### config.mk
export PLATFORM = sky130hd
export DESIGN_NAME = scr1_wdt_flat
export DESIGN_NICKNAME = d
export VERILOG_FILES = /design/src/rtl/scr1_wdt_pkg.sv /design/src/rtl/scr1_wdt_if.sv /design/src/rtl/scr1_wdt_cnt.sv /design/src/rtl/scr1_wdt.sv /design/src/flat_wrapper.sv
export SDC_FILE = /design/constraint.sdc
export NUM_CORES = 1
export LEC_CHECK = 0
export ABC_AREA = 1
export BUFFER_PORTS_ARGS = -buffer_cell sky130_fd_sc_hd__buf_2
export CAP_MARGIN = 10
export CORE_MARGIN = 2
export CORE_UTILIZATION = 54
export CTS_CLUSTER_SIZE = 10
export DETAILED_ROUTE_END_ITERATION = 8
export GPL_TIMING_DRIVEN = 0
export PLACE_DENSITY = 0.91
export SLEW_MARGIN = 20
export SYNTH_ARGS = -nofsm -noshare
export SYNTH_HDL_FRONTEND = slang
export SYNTH_SLANG_ARGS = --single-unit
### constraint.sdc
create_clock -name clk -period 2.1 [get_ports clk]
set_input_delay 0.42 -clock clk [delete_from_list [all_inputs] [get_ports clk]]
set_output_delay 0.42 -clock clk [all_outputs]
set_load 0.005 [all_outputs]
### src/rtl/scr1_wdt_pkg.sv
// Watchdog shared definitions: register map, bit offsets, FSM
// encoding and the dmem request/response types.
package scr1_wdt_pkg;

  localparam int SCR1_DMEM_AWIDTH = 32;
  localparam int SCR1_DMEM_DWIDTH = 32;
  localparam int SCR1_WDT_AWIDTH  = 5;

  typedef enum logic {
    SCR1_MEM_CMD_RD = 1'b0,
    SCR1_MEM_CMD_WR = 1'b1
  } type_scr1_mem_cmd_e;

  typedef enum logic [1:0] {
    SCR1_MEM_WIDTH_BYTE  = 2'b00,
    SCR1_MEM_WIDTH_HWORD = 2'b01,
    SCR1_MEM_WIDTH_WORD  = 2'b10,
    SCR1_MEM_WIDTH_ERROR = 2'b11
  } type_scr1_mem_width_e;

  typedef enum logic [1:0] {
    SCR1_MEM_RESP_NOTRDY = 2'b00,
    SCR1_MEM_RESP_RDY_OK = 2'b01,
    SCR1_MEM_RESP_RDY_ER = 2'b10
  } type_scr1_mem_resp_e;

  localparam logic [4:0] SCR1_WDT_ADDR_CONTROL = 5'h00;
  localparam logic [4:0] SCR1_WDT_ADDR_TIMEOUT = 5'h04;
  localparam logic [4:0] SCR1_WDT_ADDR_KICK    = 5'h08;
  localparam logic [4:0] SCR1_WDT_ADDR_STATUS  = 5'h0C;
  localparam logic [4:0] SCR1_WDT_ADDR_WINDOW  = 5'h10;

  localparam int SCR1_WDT_CTRL_EN    = 0;
  localparam int SCR1_WDT_CTRL_LOCK  = 1;
  localparam int SCR1_WDT_CTRL_RSTEN = 2;

  localparam int SCR1_WDT_STAT_IRQ = 0;
  localparam int SCR1_WDT_STAT_EXP = 1;

  typedef enum logic [1:0] {
    SCR1_WDT_IDLE  = 2'd0,
    SCR1_WDT_ARMED = 2'd1,
    SCR1_WDT_WARN  = 2'd2,
    SCR1_WDT_BITE  = 2'd3
  } type_scr1_wdt_fsm_e;

endpackage

### src/rtl/scr1_wdt_if.sv
// dmem slave port bundle of the watchdog.
// master drives requests, slave answers.
interface scr1_wdt_if;
  import scr1_wdt_pkg::*;

  logic                        dmem_req;
  type_scr1_mem_cmd_e          dmem_cmd;
  type_scr1_mem_width_e        dmem_width;
  logic [SCR1_DMEM_AWIDTH-1:0] dmem_addr;
  logic [SCR1_DMEM_DWIDTH-1:0] dmem_wdata;
  logic                        dmem_req_ack;
  logic [SCR1_DMEM_DWIDTH-1:0] dmem_rdata;
  type_scr1_mem_resp_e         dmem_resp;

  modport master (
    output dmem_req, dmem_cmd, dmem_width,
    output dmem_addr, dmem_wdata,
    input  dmem_req_ack, dmem_rdata, dmem_resp
  );

  modport slave (
    input  dmem_req, dmem_cmd, dmem_width,
    input  dmem_addr, dmem_wdata,
    output dmem_req_ack, dmem_rdata, dmem_resp
  );

endinterface

### src/rtl/scr1_wdt_cnt.sv
// Timer tick detector and 32-bit watchdog down-counter.
// expire flags the tick that moves the counter from 1 to 0.
module scr1_wdt_cnt (
  input  logic        clk,
  input  logic        rst_n,
  input  logic [31:0] timer_lo,
  input  logic        run,
  input  logic        load,
  input  logic [31:0] load_val,
  output logic        expire,
  output logic [31:0] cnt
);

  logic [31:0] tval_q;
  logic        tick;

  assign tick   = timer_lo != tval_q;
  assign expire = run & tick & (cnt == 32'd1);

  always_ff @(posedge clk) begin
    if (!rst_n) begin
      tval_q <= '0;
      cnt    <= '0;
    end else begin
      tval_q <= timer_lo;
      if (load)
        cnt <= load_val;
      else if (run && tick && cnt != '0)
        cnt <= cnt - 32'd1;
    end
  end

endmodule

### src/rtl/scr1_wdt.sv
// Two-stage watchdog on the dmem bus: IRQ on first expiry, reset on second.
// SCR1_WDT_WINDOW_EN adds the WINDOW register and early-kick checking.
module scr1_wdt
  import scr1_wdt_pkg::*;
#(
  parameter logic [31:0] TIMEOUT_RST = 32'h0001_0000,
  parameter logic [31:0] KICK_KEY    = 32'h5A5A_A5A5
) (
  input  logic        clk,
  input  logic        rst_n,
  input  logic [63:0] timer_val,
  scr1_wdt_if.slave   dmem,
  output logic        wdt_irq,
  output logic        wdt_rst_req
);

  logic [SCR1_WDT_AWIDTH-1:0] addr;
  logic [31:0] wdata;
  logic        hit, acc_ok, wr_ok, live, run;
  logic        wr_ctrl, wr_tmo, wr_stat, kick;
  logic        key_ok, kick_good, kick_bad;
  logic        ctrl_off, set_irq, cnt_load, expire;
  logic        en, lock, rsten, irq_pend, expired;
  logic [31:0] timeout, load_val, cnt, rd_val;
  type_scr1_wdt_fsm_e state;
`ifdef SCR1_WDT_WINDOW_EN
  logic [31:0] window;
  logic        wr_win;
`endif

  assign addr  = dmem.dmem_addr[SCR1_WDT_AWIDTH-1:0];
  assign wdata = dmem.dmem_wdata;
  assign dmem.dmem_req_ack = 1'b1;

  always_comb begin
    hit    = 1'b0;
    rd_val = '0;
    case (addr)
      SCR1_WDT_ADDR_CONTROL: begin
        hit    = 1'b1;
        rd_val = {29'd0, rsten, lock, en};
      end
      SCR1_WDT_ADDR_TIMEOUT: begin
        hit    = 1'b1;
        rd_val = timeout;
      end
      SCR1_WDT_ADDR_KICK: hit = 1'b1;
      SCR1_WDT_ADDR_STATUS: begin
        hit    = 1'b1;
        rd_val = {28'd0, state, expired, irq_pend};
      end
`ifdef SCR1_WDT_WINDOW_EN
      SCR1_WDT_ADDR_WINDOW: begin
        hit    = 1'b1;
        rd_val = window;
      end
`endif
      default: ;
    endcase
  end

  assign acc_ok = hit
    & (dmem.dmem_width == SCR1_MEM_WIDTH_WORD);
  assign wr_ok  = dmem.dmem_req & acc_ok
    & (dmem.dmem_cmd == SCR1_MEM_CMD_WR);
  assign live   = state != SCR1_WDT_BITE;
  assign run    = (state == SCR1_WDT_ARMED)
    | (state == SCR1_WDT_WARN);

  assign wr_ctrl = wr_ok & live & ~lock
    & (addr == SCR1_WDT_ADDR_CONTROL);
  assign wr_tmo  = wr_ok & live & ~lock
    & (addr == SCR1_WDT_ADDR_TIMEOUT);
  assign wr_stat = wr_ok & live
    & (addr == SCR1_WDT_ADDR_STATUS);
  assign kick    = wr_ok & run
    & (addr == SCR1_WDT_ADDR_KICK);

`ifdef SCR1_WDT_WINDOW_EN
  assign wr_win = wr_ok & live
    & (addr == SCR1_WDT_ADDR_WINDOW);
  assign key_ok = (wdata == KICK_KEY) & (cnt <= window);
`else
  assign key_ok = wdata == KICK_KEY;
`endif

  assign kick_good = kick & key_ok;
  assign kick_bad  = kick & ~key_ok;
  assign ctrl_off  = wr_ctrl & ~wdata[SCR1_WDT_CTRL_EN];
  assign load_val  = (timeout == '0) ? 32'd1 : timeout;

  // Only a real ARMED->WARN step raises the warning
  assign set_irq = expire & (state == SCR1_WDT_ARMED)
    & ~kick_good & ~ctrl_off & ~(kick_bad & rsten);

  assign cnt_load = (wr_ctrl & wdata[SCR1_WDT_CTRL_EN]
      & (state == SCR1_WDT_IDLE))
    | kick_good
    | (expire & ~((state == SCR1_WDT_WARN) & rsten));

  scr1_wdt_cnt u_cnt (
    .clk      (clk),
    .rst_n    (rst_n),
    .timer_lo (timer_val[31:0]),
    .run      (run),
    .load     (cnt_load),
    .load_val (load_val),
    .expire   (expire),
    .cnt      (cnt)
  );

  always_ff @(posedge clk) begin
    if (!rst_n) begin
      en       <= 1'b0;
      lock     <= 1'b0;
      rsten    <= 1'b0;
      irq_pend <= 1'b0;
      expired  <= 1'b0;
      timeout  <= TIMEOUT_RST;
      state    <= SCR1_WDT_IDLE;
`ifdef SCR1_WDT_WINDOW_EN
      window   <= '0;
`endif
    end else begin
      if (wr_ctrl) begin
        en    <= wdata[SCR1_WDT_CTRL_EN];
        lock  <= wdata[SCR1_WDT_CTRL_LOCK];
        rsten <= wdata[SCR1_WDT_CTRL_RSTEN];
      end
      if (wr_tmo)
        timeout <= wdata;
`ifdef SCR1_WDT_WINDOW_EN
      if (wr_win)
        window <= wdata;
`endif
      if (kick_bad)
        expired <= 1'b1;
      if (set_irq)
        irq_pend <= 1'b1;
      else if (wr_stat && wdata[SCR1_WDT_STAT_IRQ])
        irq_pend <= 1'b0;

      unique case (state)
        SCR1_WDT_IDLE: begin
          if (wr_ctrl && wdata[SCR1_WDT_CTRL_EN])
            state <= SCR1_WDT_ARMED;
        end
        SCR1_WDT_ARMED, SCR1_WDT_WARN: begin
          if (ctrl_off)
            state <= SCR1_WDT_IDLE;
          else if (kick_good)
            state <= SCR1_WDT_ARMED;
          else if (kick_bad && rsten)
            state <= SCR1_WDT_BITE;
          else if (expire) begin
            if (state == SCR1_WDT_ARMED)
              state <= SCR1_WDT_WARN;
            else if (rsten)
              state <= SCR1_WDT_BITE;
          end
        end
        SCR1_WDT_BITE: ;
      endcase
    end
  end

  always_ff @(posedge clk) begin
    if (!rst_n) begin
      dmem.dmem_resp  <= SCR1_MEM_RESP_NOTRDY;
      dmem.dmem_rdata <= '0;
    end else begin
      dmem.dmem_rdata <= '0;
      if (!dmem.dmem_req)
        dmem.dmem_resp <= SCR1_MEM_RESP_NOTRDY;
      else if (!acc_ok)
        dmem.dmem_resp <= SCR1_MEM_RESP_RDY_ER;
      else begin
        dmem.dmem_resp <= SCR1_MEM_RESP_RDY_OK;
        if (dmem.dmem_cmd == SCR1_MEM_CMD_RD)
          dmem.dmem_rdata <= rd_val;
      end
    end
  end

  assign wdt_irq     = irq_pend & en;
  assign wdt_rst_req = state == SCR1_WDT_BITE;

  logic unused_bits;
`ifdef SCR1_WDT_WINDOW_EN
  assign unused_bits = ^{dmem.dmem_addr[31:5],
    timer_val[63:32]};
`else
  assign unused_bits = ^{dmem.dmem_addr[31:5],
    timer_val[63:32], cnt};
`endif

endmodule
### src/flat_wrapper.sv
// flat-port wrapper written by rule: the top's interface ports become plain ports
module scr1_wdt_flat import scr1_wdt_pkg::*;
#(
  parameter logic [31:0] TIMEOUT_RST = 32'h0001_0000,
  parameter logic [31:0] KICK_KEY    = 32'h5A5A_A5A5
)
  (clk, rst_n, timer_val, wdt_irq, wdt_rst_req, dmem_dmem_req, dmem_dmem_cmd, dmem_dmem_width, dmem_dmem_addr, dmem_dmem_wdata, dmem_dmem_req_ack, dmem_dmem_rdata, dmem_dmem_resp);
  scr1_wdt_if dmem_i ();
  input  logic clk;
  input  logic rst_n;
  input  logic [63:0] timer_val;
  output logic wdt_irq;
  output logic wdt_rst_req;
  input wire logic [$bits(dmem_i.dmem_req)-1:0] dmem_dmem_req;
  input wire logic [$bits(dmem_i.dmem_cmd)-1:0] dmem_dmem_cmd;
  input wire logic [$bits(dmem_i.dmem_width)-1:0] dmem_dmem_width;
  input wire logic [$bits(dmem_i.dmem_addr)-1:0] dmem_dmem_addr;
  input wire logic [$bits(dmem_i.dmem_wdata)-1:0] dmem_dmem_wdata;
  output wire logic [$bits(dmem_i.dmem_req_ack)-1:0] dmem_dmem_req_ack;
  output wire logic [$bits(dmem_i.dmem_rdata)-1:0] dmem_dmem_rdata;
  output wire logic [$bits(dmem_i.dmem_resp)-1:0] dmem_dmem_resp;
  assign dmem_i.dmem_req = dmem_dmem_req;
  assign dmem_i.dmem_cmd = dmem_dmem_cmd;
  assign dmem_i.dmem_width = dmem_dmem_width;
  assign dmem_i.dmem_addr = dmem_dmem_addr;
  assign dmem_i.dmem_wdata = dmem_dmem_wdata;
  assign dmem_dmem_req_ack = dmem_i.dmem_req_ack;
  assign dmem_dmem_rdata = dmem_i.dmem_rdata;
  assign dmem_dmem_resp = dmem_i.dmem_resp;
  scr1_wdt #(.TIMEOUT_RST(TIMEOUT_RST), .KICK_KEY(KICK_KEY)) u_core (.clk(clk), .rst_n(rst_n), .timer_val(timer_val), .dmem(dmem_i), .wdt_irq(wdt_irq), .wdt_rst_req(wdt_rst_req));
endmodule
==> out/metrics.yaml, run 1 <==
floorplanning:
  num_rows: 41
  die_h_um: 116
  die_w_um: 116
  io_pins: 171
  initial_core_util: 0.547
  dieArea_sq_um: 13600
  core_area_sq_um: 12500
timing:
  slew-limit-headroom: 0.546
  drv_slew: 0
  timing.final.crit_share: 0.965
  finalClockSkew_ps: 6.36
  setup_viol: 0
  fmax_mhz: 493
  tns_ps: 0
  whs_ps: 193
  period_needed_ps: 2030
  fin_ws_ps: 73.1
  hold_violations: 0
  worstMarginPinSlew_ps: 675
worst_setup_path:
  cp-end-kind: "flop"
  cpMostUsedCell: "nand2_1"
  crit_fanout: 5
  arrival_ps: 2330
  worstSetupStartpointType: "flop"
  rr_worst_depth: 10
  reg2reg_to: "u_core.u_cnt.cnt[24]"
  critical_path_class: "reg2reg"
  cpPeakStageDelay_ps: 360
  rr_startpoint: "u_core.u_cnt.cnt[16]"
  crit_chain: "nor2_1 > nand2_1 > nor2_4 > nand2_1 > nor3_2 > nand4_2 > nand2_2 > nand2_1 > nand3_1 > a21oi_2"
  cpMaxStageDelayCell: "dfxtp_1"
  ff2ff_setup_slack_ps: 70
  required_ps: 2410
detailed_routing:
  ant_nets: 0
  wl_per_cell_um: 14.4
  drc: 0
  drt_iter0_markers: 706
  vias: 6932
  via_per_inst: 5.29
  first_pass_iters: 6
  totalWireLength_um: 18800
grt:
  antenna_found_initial: 0
  grt_pass1_vias: 6241
  grt_max_degree: 17
  gr-total-overflow: 0
  grt_first_pass_wirelength_um: 29000
  grt_util_all_layers: 0.274
finish:
  layout_common_cells: "nand2_1, nor2_1, dfxtp_1"
  nNetsFinal: 1267
  final_common_cell: "nand2_1"
  diodes: 0
  drive_gt1_frac: 0.196
  syn_to_final_growth_pct: 22.6
  postLayoutCoreUtil: 0.671
  fillCellCount: 967
power_and_ir_drop:
  total_power_mw: 6.12
  intPower_mw: 4.75
  pwr_density_cell_nw_per_um2: 732
  peakVddDrop_uv: 612
  p_seq_frac: 0.433
  clock_power_share: 0.518
  switchingPower_mw: 1.37
  leakagePower_nw: 4.27
  p_sw_frac: 0.225
  combPwrFrac: 0.049
logic_synthesis:
  syn_area_sq_um: 6820
  avgSynthCellArea_sq_um: 6.88
  synth_nets: 1132
  yosysSeqAreaShare: 0.402
  yosys_warnings: 0
  synthCells: 992
  synth.distinct_cells: 37
  ys_seq_elements: 137
clock_network:
  cts_sinks: 137
  cts-hold-fix-buffers: 0
  htreeDepth: 4
  clock_latency_ps: 430
  clk_pin_slew_ps: 60
  cts_root_buf: "clkbuf_16"
  cts_buffer_depth: 2
  cts_tree: "built"
  cts_buffers: 17
placement:
  place_congestion: 0.963
  io_buffers: 109
  hpwlAfterDp_um: 13700
  post-place-ws_ps: -133
run:
  cap_violations: 0
min_path:
  hold_start: "timer_val[12]"
  hold_depth: 3
  holdPathEnd: "u_core.u_cnt.tval_q[12]"
  hold_path_class: "in2reg"
outcome:
  status: "complete, no violations"
[state kept, by name (all words and copies together), names as in the netlist]
name,flops
u_core.state,2
u_core.en,1
u_core.u_cnt.tval_q,32
u_core.dmem.dmem_resp,2
u_core.u_cnt.cnt,32
u_core.rsten,1
u_core.expired,1
u_core.dmem.dmem_rdata,32
u_core.lock,1
u_core.timeout,32
u_core.irq_pend,1
[per-layer routing]
layer / vias up / global-route usage / part of all wire
met5: - / 0 / 0
met4: 0 / 0.122 / 0.030
met3: 56 / 0.0623 / 0.093
met2: 383 / 0.462 / 0.48
met1: 3095 / 0.336 / 0.40
li1: 3398 / - / -
[cells by family after synthesis]
group / after synthesis / synth area share
simple gates: 544 / 0.357
fa+ha+maj: 6 / 0.0110
flops: 137 / 0.402
other cells: 1 / 0.000550
xor+xnor: 50 / 0.0642
buf+inv: 171 / 0.102
compound gates: 83 / 0.0629
[worst max-delay path by stage]
stage | from | endpoint | slack, ps
2_1_floorplan | u_core.state[0] | u_core.u_cnt.cnt[24] | 260
3_3_place_gp | dmem_dmem_addr[1] | u_core.u_cnt.cnt[29] | -100
3_5_place_dp | dmem_dmem_addr[1] | u_core.u_cnt.cnt[28] | -130
4_1_cts | u_core.state[0] | u_core.u_cnt.cnt[24] | 10
5_1_grt | u_core.u_cnt.cnt[1] | u_core.u_cnt.cnt[20] | -40
6_report | u_core.u_cnt.cnt[16] | u_core.u_cnt.cnt[24] | 70
[timing repair]
| item | in CTS | in global routing |
|---|---|---|
| setup buffers | 0 | 7 |
| endpoints found under the setup margin | 11 | 33 |
| resized for setup | 3 | 29 |
| gates cloned | 0 | 0 |
| pin swaps | 0 | 6 |
| endpoints found under the hold margin | 0 | 0 |
[Yosys cell counts]
library cell	number	share of area
nand2_1	224	0.12
nor2_1	173	0.095
dfxtp_1	137	0.40
inv_1	127	0.070
nand4_1	44	0.040
nand3_1	43	0.032
o21ai_0	41	0.030
a21oi_1	33	0.024
xnor2_1	30	0.039
xor2_1	20	0.026
nor3_1	17	0.012
clkbuf_1	14	0.0077
buf_2	10	0.0073
inv_2	9	0.0050
nor4_1	9	0.0083
nor2_2	8	0.0073
nor2_4	7	0.012
ha_1	6	0.011
nand2_2	6	0.0055
buf_6	4	0.0066
buf_4	3	0.0033
nand3_2	3	0.0044
nand4_2	3	0.0055
o211ai_1	3	0.0033
a31oi_1	2	0.0018
buf_1	2	0.0011
clkinv_1	2	0.0011
o21ai_1	2	0.0015
or2_1	2	0.0018
conb_1	1	0.00055
nand2_4	1	0.0017
nand3_4	1	0.0026
nand3b_1	1	0.0011
nand4_4	1	0.0031
nor4_2	1	0.0018
o21bai_1	1	0.0011
o22ai_1	1	0.00092
[power groups by stage]
stage          logic, mW  clock network (mW)  registers (mW)
2_1_floorplan      0.159                   0            2.70
3_3_place_gp       0.284                   0            2.70
3_5_place_dp       0.294                   0            2.71
4_1_cts            0.297                3.18            2.65
5_1_grt            0.336                3.29            2.65
6_report           0.299                3.17            2.65
[cell type report]
| class | instances | area [sq um] | share of cell area |
|---|---|---|---|
| clock inverters | 14 | 198 | 0.0236 |
| inverters | 138 | 520 | 0.0622 |
| flip-flops and latches | 137 | 2740 | 0.328 |
| clock buffers | 17 | 425 | 0.0509 |
| repair buffers | 116 | 598 | 0.0715 |
| well taps | 172 | 215 | 0.0257 |
| plain buffers | 33 | 190 | 0.0227 |
| multi-input cells | 684 | 3470 | 0.415 |
[stage by stage]
step	instance area (sq um)	instances
finish	8370	1311
global route	8370	1311
CTS	8220	1304
detailed placement	7580	1273
global placement	7580	1273
floorplan	6820	992
[critical path: cells and delay by family, from the launching register on]
| kind | cells | cell delay (ps) |
|---|---|---|
| simple gates | 9 | 1480 |
| flops | 1 | 360 |
| compound gates | 1 | 80 |
(Power assumes the default switching activity.)
==> run 2: changes to the inputs <==
--- a/config.mk
+++ b/config.mk
@@ -8,12 +8,11 @@
 export ABC_AREA = 1
 export BUFFER_PORTS_ARGS = -buffer_cell sky130_fd_sc_hd__buf_2
 export CAP_MARGIN = 10
-export CORE_MARGIN = 2
 export CORE_UTILIZATION = 54
 export CTS_CLUSTER_SIZE = 10
 export DETAILED_ROUTE_END_ITERATION = 8
 export GPL_TIMING_DRIVEN = 0
-export PLACE_DENSITY = 0.91
+export PLACE_DENSITY = 0.87
 export SLEW_MARGIN = 20
 export SYNTH_ARGS = -nofsm -noshare
 export SYNTH_HDL_FRONTEND = slang
==> run 2 against run 1 <==
Net effect: via count increased by 1.3%; largest power group unchanged; critical endpoint is now u_core.u_cnt.cnt[4]; critical path type unchanged; setup slack got worse by 43 ps; highest routed layer unchanged; utilization increased by 1.6 points; global-route usage increased by 1.6 points.
==> out/metrics.yaml, run 2 (synthesized netlist as in run 1, its figures left out) <==
outcome:
  status: "complete, no violations"
timing:
  setup_viol: 0  # unchanged
  slew-limit-headroom: 0.614  # +0.0674
  tns_ps: 0  # unchanged
  finalClockSkew_ps: 5.97  # -0.387 ps
  fin_ws_ps: 29.9  # -43.2 ps
  period_needed_ps: 2070  # +43.2 ps
  whs_ps: 193  # -0.670 ps
  drv_slew: 0  # unchanged
  timing.final.crit_share: 0.986  # +0.0206
  worstMarginPinSlew_ps: 579  # -95.5 ps
  hold_violations: 0  # unchanged
  fmax_mhz: 483  # -2.1%
finish:
  final_cells: 1309  # -0.15%
  fin_area_sq_um: 8360  # about the same
  nNetsFinal: 1268  # +0.079%
  drive_gt1_frac: 0.193  # -0.00297
  syn_to_final_growth_pct: 22.5  # about the same
  layout_common_cells: "nand2_1, nor2_1, dfxtp_1"
  fillCellCount: 965  # -0.21%
  diodes: 0  # unchanged
  postLayoutCoreUtil: 0.687  # +0.0162
  final_common_cell: "nand2_1"
placement:
  dp.cells: 1269  # -0.31%
  place_area_sq_um: 7580  # about the same
  post-place-ws_ps: -115  # +18.7 ps
  hpwlAfterDp_um: 13500  # -1.7%
  io_buffers: 109  # unchanged
  place_congestion: 0.946  # -1.7%
clock_network:
  cts_sinks: 137  # unchanged
  cts_buffer_depth: 2  # unchanged
  cts-hold-fix-buffers: 0  # unchanged
  clock_latency_ps: 430  # about the same
  cts_buffers: 17  # unchanged
  cts_tree: "built"
  htreeDepth: 4  # unchanged
  clk_pin_slew_ps: 60  # about the same
  cts_root_buf: "clkbuf_16"
grt:
  grt_util_all_layers: 0.290  # +0.0157
  grt.busiest_layer: "met2"
  gr-total-overflow: 0  # unchanged
  met1_usage: 0.347  # +0.0114
  grt_use_met2: 0.479  # +0.0164
  grt_first_pass_wirelength_um: 29400  # +1.3%
  grt_pass1_vias: 6403  # +2.6%
  grt_max_degree: 17  # unchanged
  grt_util_met3: 0.0731  # +0.0108
  antenna_found_initial: 0  # unchanged
run:
  cap_violations: 0  # unchanged
worst_setup_path:
  required_ps: 2400  # about the same
  cpMaxStageDelayCell: "dfxtp_1"
  worstSetupStartpointType: "flop"
  cpPeakStageDelay_ps: 350  # about the same
  crit_chain: "nor2_1 > nand2_1 > nor2_2 > nand2_1 > nor3_2 > nand4_2 > nand3_1 > nand2_1 > nor2_1 > nor2_1"
  ff2ff_setup_slack_ps: 30  # -40 ps
  cp-end-kind: "flop"
  crit_fanout: 5  # unchanged
  arrival_ps: 2370  # +40 ps
  critical_path_class: "reg2reg"
floorplanning:
  io_pins: 171  # unchanged
  core_area_sq_um: 12200  # -2.4%
  dieArea_sq_um: 13100  # -3.4%
  die_h_um: 114  # -1.7%
  initial_core_util: 0.561  # +0.0137
  num_rows: 40  # -2.4%
  die_w_um: 114  # -1.7%
power_and_ir_drop:
  leakagePower_nw: 4.27  # -0.13%
  total_power_mw: 6.04  # -1.4%
  pwr_density_cell_nw_per_um2: 722  # -1.3%
  peakVddDrop_uv: 662  # +8.1%
detailed_routing:
  wl_per_cell_um: 14.5  # +1.3%
  ant_nets: 0  # unchanged
  drc: 0  # unchanged
  via_per_inst: 5.36  # +1.4%
  drt_iter0_markers: 744  # +5.4%
  first_pass_iters: 6  # unchanged
  totalWireLength_um: 19000  # +1.2%
  vias: 7019  # +1.3%
min_path:
  hold_path_class: "in2reg"
run 2: what timing repair did:
action,in CTS,in global routing
resized for setup,2,29
buffers inserted,0,8
setup endpoints to repair,10,34
pin swaps,0,7
run 2: path summary, 6_finish.rpt:
check,from,end,depth (start not counted)
hold reg to reg,u_core.u_cnt.cnt[31],u_core.u_cnt.cnt[31],2
setup reg to reg,u_core.u_cnt.cnt[26],u_core.u_cnt.cnt[4],10
hold / removal,timer_val[24],u_core.u_cnt.tval_q[24],3
setup / recovery,u_core.u_cnt.cnt[26],u_core.u_cnt.cnt[4],10
run 2: worst max-delay path: cells and delay by family (launching register included):
family / cells / cell delay, ps
DFF: 1 / 350
and+or+nand+nor: 10 / 1590
run 2: layout make-up:
| cell class | count | area [sq um] | share of cell area |
|---|---|---|---|
| multi-input combinational | 684 | 3470 | 0.416 |
| sequential | 137 | 2740 | 0.328 |
| timing repair buffer | 117 | 606 | 0.0725 |
| inverter | 138 | 520 | 0.0623 |
| clock buffer | 18 | 439 | 0.0525 |
| tap | 168 | 210 | 0.0251 |
| buffer | 33 | 194 | 0.0232 |
| clock inverter | 14 | 171 | 0.0205 |
run 2: layer usage:
layer | wire length (um) | part of all wire
met1 | 7400 | 0.39
met2 | 8950 | 0.47
met3 | 1850 | 0.097
met4 | 847 | 0.044
met5 | 0 | 0
run 2: power by group:
| part | switching, mW | total [mW] | internal (mW) |
|---|---|---|---|
| clock network | 1.19 | 3.09 | 1.90 |
| registers | 0.0149 | 2.65 | 2.63 |
| logic | 0.176 | 0.301 | 0.125 |
| total | 1.38 | 6.04 | 4.66 |
==> run 3: changes to the inputs <==
--- a/config.mk
+++ b/config.mk
@@ -6,13 +6,16 @@
 export NUM_CORES = 1
 export LEC_CHECK = 0
 export ABC_AREA = 1
+export ABC_CLOCK_PERIOD_IN_PS = 2100
 export BUFFER_PORTS_ARGS = -buffer_cell sky130_fd_sc_hd__buf_2
 export CAP_MARGIN = 10
-export CORE_UTILIZATION = 54
+export CELL_PAD_IN_SITES_DETAIL_PLACEMENT = 1
+export CELL_PAD_IN_SITES_GLOBAL_PLACEMENT = 2
+export CORE_UTILIZATION = 25
 export CTS_CLUSTER_SIZE = 10
 export DETAILED_ROUTE_END_ITERATION = 8
 export GPL_TIMING_DRIVEN = 0
-export PLACE_DENSITY = 0.87
+export PLACE_DENSITY = 0.77
 export SLEW_MARGIN = 20
 export SYNTH_ARGS = -nofsm -noshare
 export SYNTH_HDL_FRONTEND = slang
==> run 3 against run 2 <==
Net effect: clock power is 3% higher; critical endpoint is now u_core.u_cnt.cnt[19]; utilization fell by 37 points; critical path type unchanged; highest routed layer unchanged; register-to-register slack improved by 70 ps; setup slack improved by 67 ps.
==> out/metrics.yaml, run 3 (synthesized netlist as in run 1, its figures left out) <==
floorplanning:
  num_rows: 60  # +50%
  core_area_sq_um: 26900  # +120%
  die_w_um: 167  # +46%
  io_pins: 171  # unchanged
  initial_core_util: 0.254  # -0.307
  dieArea_sq_um: 28000  # +110%
  die_h_um: 167  # +46%
timing:
  rsz0062_at_grt: "yes"
  whs_ps: 199  # +5.98 ps
  timing.final.crit_share: 0.954  # -0.0317
  slew-limit-headroom: 0.526  # -0.0879
  drv_slew: 0  # unchanged
  finalClockSkew_ps: 12.5  # +6.53 ps
  fmax_mhz: 499  # +3.3%
  tns_ps: 0  # unchanged
  hold_violations: 0  # unchanged
  period_needed_ps: 2000  # -66.5 ps
  setup_viol: 0  # unchanged
  worstMarginPinSlew_ps: 711  # +132 ps
finish:
  layout_common_cells: "nand2_1, nor2_1, dfxtp_1"
  syn_to_final_growth_pct: 26.5
  final_common_cell: "nand2_1"
  drive_gt1_frac: 0.212  # +0.0195
  postLayoutCoreUtil: 0.321  # -0.366
  diodes: 0  # unchanged
  fin_area_sq_um: 8630  # +3.3%
  nNetsFinal: 1267  # -0.079%
worst_setup_path:
  worstSetupStartpointType: "flop"
  required_ps: 2470  # +70 ps
  ff2ff_setup_slack_ps: 100  # +70 ps
  arrival_ps: 2370  # about the same
  cp-end-kind: "flop"
  cpMaxStageDelayCell: "dfxtp_1"
  crit_fanout: 10  # +5
  crit_chain: "nor2_1 > nand3_2 > nor2_1 > nand3_1 > nor2_4 > nand4_4 > nand2_4 > buf_6 > nand2_1 > nand3_1 > nand2_1 > inv_1"
  cp_top_family: "simple AND/OR/NAND/NOR gates"
  critical_path_class: "reg2reg"
  crit_buf_inv: 2  # +2
  cpPeakStageDelay_ps: 350  # about the same
detailed_routing:
  via_per_inst: 4.47  # -17%
  totalWireLength_um: 22400  # +17%
  first_pass_iters: 4  # -2
  ant_nets: 0  # unchanged
  vias: 6616  # -5.7%
  drc: 0  # unchanged
  drt_iter0_markers: 276  # -63%
  wl_per_cell_um: 15.1  # +3.8%
clock_network:
  cts_buffers: 17  # unchanged
  cts_tree: "built"
  clock_latency_ps: 420  # about the same
  cts_buffer_depth: 2  # unchanged
  cts-hold-fix-buffers: 0  # unchanged
  clk_pin_slew_ps: 70  # about the same
  cts_sinks: 137  # unchanged
  htreeDepth: 4  # unchanged
  cts_root_buf: "clkbuf_16"
placement:
  place_congestion: 0.812  # -14%
  io_buffers: 109  # unchanged
  hpwlAfterDp_um: 17400  # +30%
  place_area_sq_um: 7790  # +2.9%
min_path:
  hold_path_class: "in2reg"
grt:
  antenna_found_initial: 0  # unchanged
  gr-total-overflow: 0  # unchanged
  grt_max_degree: 17  # unchanged
  grt_util_all_layers: 0.163  # -0.127
  grt_first_pass_wirelength_um: 35600  # +21%
  grt_pass1_vias: 6682  # +4.4%
power_and_ir_drop:
  leakagePower_nw: 4.31  # +0.92%
  peakVddDrop_uv: 363  # -45%
  pwr_density_cell_nw_per_um2: 710  # -1.7%
run:
  cap_violations: 0  # unchanged
outcome:
  status: "complete, no violations"
[run 3: changes by cell type in the layout (fill, tap and decap cells not counted), moves of 4 or more]
cell	before	now
inv_6	2	6
nor2_2	9	19
inv_1	127	123
nor2_1	169	158
[run 3: worst paths after layout]
path                              to                 start  cells after the start
max             u_core.u_cnt.cnt[19]  u_core.u_cnt.cnt[28]                     12
max reg2reg     u_core.u_cnt.cnt[19]  u_core.u_cnt.cnt[28]                     12
min          u_core.u_cnt.tval_q[13]         timer_val[13]                      3
min reg2reg     u_core.u_cnt.cnt[31]  u_core.u_cnt.cnt[31]                      2
[run 3: routing by layer]
metal  track usage  vias up  share of wire
met5             0        -              0
met4        0.0383        0          0.010
met3        0.0319       15          0.029
met2         0.276      104           0.48
met1         0.212     3113           0.48
li1              -     3384              -
[run 3: final cells by class]
class	instances	area (sq um)
repair buffers	116	598
clock inverters	15	178
plain buffers	33	191
flip-flops and latches	137	2750
well taps	341	427
inverters	138	523
clock buffers	17	425
multi-input cells	684	3550
fillers	3416	18200
[run 3: power by group]
part / internal (mW) / switching [mW] / total (mW)
Combinational: 0.125 / 0.181 / 0.306
Sequential: 2.63 / 0.0143 / 2.65
Clock: 1.80 / 1.38 / 3.18
Total: 4.56 / 1.57 / 6.13
[run 3: metrics by stage]
step | setup WS [ps] | instances | power [mW]
final | 96.4 | 1481 | 6.13
after global routing | -43.4 | 1481 | 6.39
after CTS | 4.67 | 1476 | 6.20
after detailed placement | -345 | 1442 | 3.02
after global placement | -323 | 1442 | 3.01
after floorplan | 261 | 992 | 2.86
[run 3: what timing repair did]
item                       4_1_cts  5_1_grt
gates cloned                     0        1
setup endpoints to repair       30       45
gates resized for setup         13       42
pin swaps                        1        6
setup buffers                    2        4
[run 3: worst reg2reg max path, stage by stage, from the launching register on]
cell	delay [ps]
dfxtp_1	350
nor2_1	190
nand3_2	140
nor2_1	110
nand3_1	110
nor2_4	200
nand4_4	180
nand2_4	170
buf_6	160
nand2_1	120
nand3_1	110
nand2_1	50
inv_1	60
